File: src/rtl/unified_mem_arbiter.sv
// Round-robin arbiter sharing one single-port synchronous RAM between the
// instruction-fetch port and the load/store port, one transaction at a time.
module unified_mem_arbiter #(
  parameter int ADDR_W = 32,
  parameter int DATA_W = 32,
  parameter int RD_LAT = 1
) (
  input  logic              clk,
  input  logic              reset,
  input  logic              if_req,
  input  logic [ADDR_W-1:0] if_addr,
  output logic              if_gnt,
  output logic              if_rvalid,
  output logic [DATA_W-1:0] if_rdata,
  input  logic              ls_req,
  input  logic              ls_we,
  input  logic [ADDR_W-1:0] ls_addr,
  input  logic [DATA_W-1:0] ls_wdata,
  output logic              ls_gnt,
  output logic              ls_rvalid,
  output logic [DATA_W-1:0] ls_rdata,
  output logic              mem_en,
  output logic              mem_we,
  output logic [ADDR_W-1:0] mem_addr,
  output logic [DATA_W-1:0] mem_wdata,
  input  logic [DATA_W-1:0] mem_rdata,
  output logic              busy
);

  typedef enum logic [1:0] {
    S_IDLE  = 2'd0,
    S_ISSUE = 2'd1,
    S_WAIT  = 2'd2
  } state_t;

  localparam logic [1:0] LAT_M1 = 2'(RD_LAT - 1);

  state_t              r_state;
  state_t              w_state_next;
  logic                r_owner_ls;
  logic                r_last_ls;
  logic                r_we;
  logic [ADDR_W-1:0]   r_addr;
  logic [DATA_W-1:0]   r_wdata;
  logic [1:0]          r_cnt;
  logic                r_if_rvalid;
  logic                r_ls_rvalid;
  logic [DATA_W-1:0]   r_if_rdata;
  logic [DATA_W-1:0]   r_ls_rdata;
  logic                w_any_req;
  logic                w_pick_ls;

  assign w_any_req = if_req | ls_req;
  // On a tie the port that did not own the previous transaction wins.
  assign w_pick_ls = ls_req & (~if_req | ~r_last_ls);

  always_comb begin
    w_state_next = r_state;
    mem_en       = 1'b0;
    mem_we       = 1'b0;
    mem_addr     = '0;
    mem_wdata    = '0;
    if_gnt       = 1'b0;
    ls_gnt       = 1'b0;
    busy         = 1'b1;
    case (r_state)
      S_IDLE: begin
        busy = 1'b0;
        if (w_any_req) w_state_next = S_ISSUE;
      end
      S_ISSUE: begin
        mem_en       = 1'b1;
        mem_we       = r_we;
        mem_addr     = r_addr;
        mem_wdata    = r_wdata;
        if_gnt       = ~r_owner_ls;
        ls_gnt       = r_owner_ls;
        w_state_next = r_we ? S_IDLE : S_WAIT;
      end
      S_WAIT: begin
        if (r_cnt == 2'd0) w_state_next = S_IDLE;
      end
      default: begin
        busy         = 1'b0;
        w_state_next = S_IDLE;
      end
    endcase
  end

  always_ff @(posedge clk or posedge reset) begin
    if (reset) begin
      r_state     <= S_IDLE;
      r_owner_ls  <= 1'b0;
      r_last_ls   <= 1'b0;
      r_we        <= 1'b0;
      r_addr      <= '0;
      r_wdata     <= '0;
      r_cnt       <= '0;
      r_if_rvalid <= 1'b0;
      r_ls_rvalid <= 1'b0;
      r_if_rdata  <= '0;
      r_ls_rdata  <= '0;
    end else begin
      r_state     <= w_state_next;
      r_if_rvalid <= 1'b0;
      r_ls_rvalid <= 1'b0;
      case (r_state)
        S_IDLE: begin
          if (w_any_req) begin
            r_owner_ls <= w_pick_ls;
            r_last_ls  <= w_pick_ls;
            r_we       <= w_pick_ls & ls_we;
            r_addr     <= w_pick_ls ? ls_addr : if_addr;
            r_wdata    <= w_pick_ls ? ls_wdata : '0;
          end
        end
        S_ISSUE: r_cnt <= LAT_M1;
        S_WAIT: begin
          // Count 0 is the cycle the RAM presents the read data.
          if (r_cnt != 2'd0) begin
            r_cnt <= r_cnt - 2'd1;
          end else if (r_owner_ls) begin
            r_ls_rdata  <= mem_rdata;
            r_ls_rvalid <= 1'b1;
          end else begin
            r_if_rdata  <= mem_rdata;
            r_if_rvalid <= 1'b1;
          end
        end
        default: ;
      endcase
    end
  end

  assign if_rvalid = r_if_rvalid;
  assign ls_rvalid = r_ls_rvalid;
  assign if_rdata  = r_if_rdata;
  assign ls_rdata  = r_ls_rdata;

endmodule

File: config.mk
export PLATFORM = sky130hd
export DESIGN_NAME = unified_mem_arbiter
export DESIGN_NICKNAME = d
export VERILOG_FILES = /design/src/rtl/unified_mem_arbiter.sv
export SDC_FILE = /design/constraint.sdc
export NUM_CORES = 1
export LEC_CHECK = 0
export ABC_AREA = 1
export CAP_MARGIN = 20
export CORE_UTILIZATION = 43
export CTS_CLUSTER_DIAMETER = 150
export DETAILED_ROUTE_END_ITERATION = 10
export PLACE_DENSITY = 0.87
export SETUP_SLACK_MARGIN = 0.3
export SLEW_MARGIN = 25
export SYNTH_ARGS = -nofsm -noshare
export SYNTH_HDL_FRONTEND = slang
export SYNTH_SLANG_ARGS = --single-unit
File: constraint.sdc
create_clock -name clk -period 4.9 [get_ports clk]
set_input_delay 0.735 -clock clk [delete_from_list [all_inputs] [get_ports clk]]
set_output_delay 0.735 -clock clk [all_outputs]
set_load 0.01 [all_outputs]
# --- After elaboration in Yosys (flattened, before gate mapping) ---
# Index checks and enable logic that the tools add are counted.
# Widths: inputs -> output; s select.
word_totals:
  register_bits: 136
  input_bits: 133
  out_inout_bits: 135
  elab_cells: 54
classes:
  n_addsub: 1
  n_eq_ne: 5
  n_mux: 21
  bitwise_logic: 7
  reduce_logical: 10
ops:
  columns: ["operator", "count"]
  rows:
  - ["$mux 32", 4]
  - ["$mux 1", 11]
  - ["$mux 2", 4]
  - ["$ne 2x2->1 const B", 3]
  - ["$pmux 2 s3", 1]
  - ["$reduce_and 2->1", 3]
  - ["$reduce_and 3->1", 2]
  - ["$logic_not 2->1", 2]
  - ["$pmux 2 s2", 1]
  - ["$reduce_bool 2->1", 2]
  - ["$not 1->1", 3]
  - ["$and 1x1->1", 2]
  - ["$eq 2x1->1 const B", 1]
  - ["$eq 2x2->1 const B", 1]
  - ["$or 1x1->1", 2]
  - ["$reduce_or 2->1", 1]
  - ["$sub 2x1->2 const B", 1]

# --- Depth between registers and ports, before layout ---
depth:
  ltp_word: 4
  mapped_depth: 7
  ltp_nobuf: 7

# --- Worst setup path after synthesis ---
# No wires, ideal clock.
synth_timing:
  path_kind: "register to output"
  startpoint: "register r_state[1]"
  endpoint: "output port mem_addr[0]"
  arrival_ns: 1.173
  required_time_ns: 4.165
  slack_ns: 2.992
  stages_incl_launch_ff: 7
  path_buffers: 2
  path_cell_list: "dfrtp_1 -> inv_1 -> ha_1 -> buf_2 -> buf_2 -> nand2_1 -> inv_1"
synth_between:
  elab_chain_len: 2
synth_lines:
  columns: ["element", "line", "rtl"]
  rows:
  - ["start: declaration", "38", "state_t r_state;"]
  - ["start signal: assignment", "104", "r_state <= w_state_next;"]
  - ["$eq 2x1->1", "66", "case (r_state)"]
  - ["$mux 32", "66", null]
  - ["end: declaration", "24", "output logic [ADDR_W-1:0] mem_addr,"]
# Every way passes these cells.

# --- Worst setup path in the final report ---
layout_timing:
  startpoint: "register r_state[1]"
  endpoint: "output port mem_wdata[5]"
layout_between:
  elab_chain_len: 2
layout_lines:
  columns: ["element", "line", "rtl"]
  rows:
  - ["$eq 2x1->1", "66", null]
  - ["$mux 32", "66", null]
  - ["end: declaration", "25", "output logic [DATA_W-1:0] mem_wdata,"]
# Every way passes these cells.

==> impl_metrics.toml <==
[logic_synthesis]
synth_top_area_share_pct = 53.2
synth.top_cells.by_count = "nand2_1, inv_1, dfrtp_1"
syn_avg_cell_area_sq_um = 7.59
synthDistinctLibCells = 18
synth_ff_type = "dfrtp_1"
ys_ff_latch = 136
synth-seq-area-share_pct = 53.2
synth-async-reset-ratio_pct = 100
synth_top_area_cell = "dfrtp_1"
synth_area_leaders = "dfrtp_1, nand2_1, inv_1, nand3_1, o21ai_0"
yosysMostFrequentCell = "nand2_1"
ys_warn_count = 0
syn_nets = 982
syn_area_sq_um = 6400
synth_edf_count = 0
syn_inst = 843

[global_routing]
grt_usage_pct = 23.2
antenna_found_initial = 0
grt_overflow = 0
grt_pass1_vias = 5603
grt_pass1_wl_mm = 26.9
grt_max_degree = 105

[sta]
period_needed_ps = 3560
clock_skew_ps = 10.3
setup_violations = 0
tns_ps = 0
period_share_pct = 72.6
rsz0062_at_grt = "no"
timing.hold.ws_ps = 482
finalHoldViolCount = 0
clock.fmax_ghz = 0.281
worst_pin_slew_ps = 917
maxSlewViolCount = 0
maxSlewHeadroom_pct = 38.8

[floorplan]
ios = 268
core_sq_um = 14500
die_w_microns = 124
num_rows = 44
dieHeight_microns = 124
start_util_pct = 44.0
dieArea_sq_um = 15400

[final_layout]
num-fill-cells = 1186
fin_nets = 1230
num_antenna_cells = 0
utilization_pct = 66.7
area_delta_synth_final_pct = 51.6
final_layout_size_suffix_gt1_share_pct = 4.35

[setup_path]
max_stage_delay_ps = 700
path_cells = "inv_1 -> ha_2 -> buf_4 -> nand2_1 -> inv_1 -> clkdlybuf4s50_1"
cp_common_cell = "inv_1"
reg2reg_slack_ps = 2430
path_buf_inv = 4
required_ps = 4160
crit_path_end_kind = "output pin"
crit_family = "buffers and inverters"
setup.worst_path.start_class = "register"
arrival_ps = 2820
critPathSlowestCell = "ha_2"
critPathKind = "register to output pin"
cp_max_fo = 40

[detailed_routing]
avgViaCountPerCell = 4.68
drtIter0Drc = 395
drtPass1Iterations = 5
wl_per_cell_microns = 13.7
remaining_drc_errors = 0
totalWireLength_mm = 17.7
route.vias.total = 6028
ant_nets = 0

[clock_network]
cts_tree = "yes"
cts_htree_levels = 4
path_clk_slew_ps = 60
insertion_delay_ps = 420
root_buffer = "clkbuf_16"
clk_path_buf_depth = 2
holdBufCountCts = 0
cts_resized = 0
post-cts-setup-buffers = 0
clock-sinks = 136
cts_made_buffers = 17

[placement]
hpwl_mm = 12.5
place_congestion = 0.860
portBuffers = 267

[power_and_ir_drop]
total_power_w = 0.00580
p_leak_nw = 5.33
vdd_drop_max_uv = 301
power.density_nw_per_um2 = 598

[flow_run]
max-cap-violations = 0

[run_status]
status = "complete, no violations"

[hold_path]
min_path_type = "register to register"
==> worst register-to-register path: stages (launching register included) <==
cell	delay [ps]
dfrtp_1	510
nand2_2	540
nand2_4	410
nor2_4	700
nand2_1	130
nand2_1	110
==> cell usage in the layout, fill, tap and decap left out, drive strengths merged <==
| cell | n |
|---|---|
| buf | 6 |
| clkbuf | 17 |
| clkdlybuf4s50 | 267 |
| clkinv | 1 |
| clkinvlp | 4 |
| dfrtp | 136 |
| ha | 6 |
| inv | 185 |
| nand2 | 341 |
| nand3 | 67 |
| nor2 | 5 |
| o21ai | 69 |
==> report_power, final <==
part	total (W)	switching [W]	internal, W
logic	0.00259	0.00131	0.00128
registers	0.00202	0.000330	0.00169
clock network	0.00120	0.000534	0.000666
total	0.00580	0.00217	0.00363
==> logic make-up after synthesis <==
logic type	after synthesis	share of synthesized area [%]
AO/OA/AOI/OAI	69	5.46
adder cells (fa/ha/maj)	6	1.17
buffers and inverters	219	14.3
flip-flops	136	53.2
AND/OR/NAND/NOR	413	25.9
==> path summary, 6_finish.rpt <==
check	endpoint	from	cells after the start
setup / recovery	mem_wdata[5]	r_state[1]	6
hold reg to reg	r_addr[11]	r_addr[11]	2
hold / removal	r_addr[11]	r_addr[11]	2
min in group asynchronous	if_rdata[20]	reset	2
max in group asynchronous	r_addr[29]	reset	3
setup reg to reg	r_wdata[5]	r_last_ls	5
==> per-layer routing <==
layer  part of all wire, %  track usage [%]  vias to the layer above
met2                    49             39.8                      255
met4                   2.6             11.0                        0
met5                     0                0                        -
met3                   9.0             7.19                       32
li1                      -                -                     2980
met1                    39             26.2                     2761
==> registers in the layout, summed over array words and instances, names as in the netlist <==
| register | cells |
|---|---|
| if_rdata | 32 |
| if_rvalid | 1 |
| ls_rdata | 32 |
| ls_rvalid | 1 |
| r_addr | 32 |
| r_cnt | 2 |
| r_last_ls | 1 |
| r_state | 2 |
| r_wdata | 32 |
| r_we | 1 |
==> cell type report <==
cell class	count	area (sq um)	share of cell area (%)
clock inverters	15	131	1.35
flip-flops and latches	136	3400	35.1
multi-input cells	488	2110	21.8
clock buffers	17	425	4.39
well taps	184	230	2.37
inverters	175	662	6.82
repair buffers	273	2740	28.2
==> stage by stage <==
stage	setup slack (ps)	std cells	cell area (sq um)
floorplan	526	843	6400
global placement	1650	1255	9100
detailed placement	1650	1256	9140
CTS	1290	1288	9700
global route	1160	1288	9700
finish	1340	1288	9700
Power figures use the tool's default switching activity.
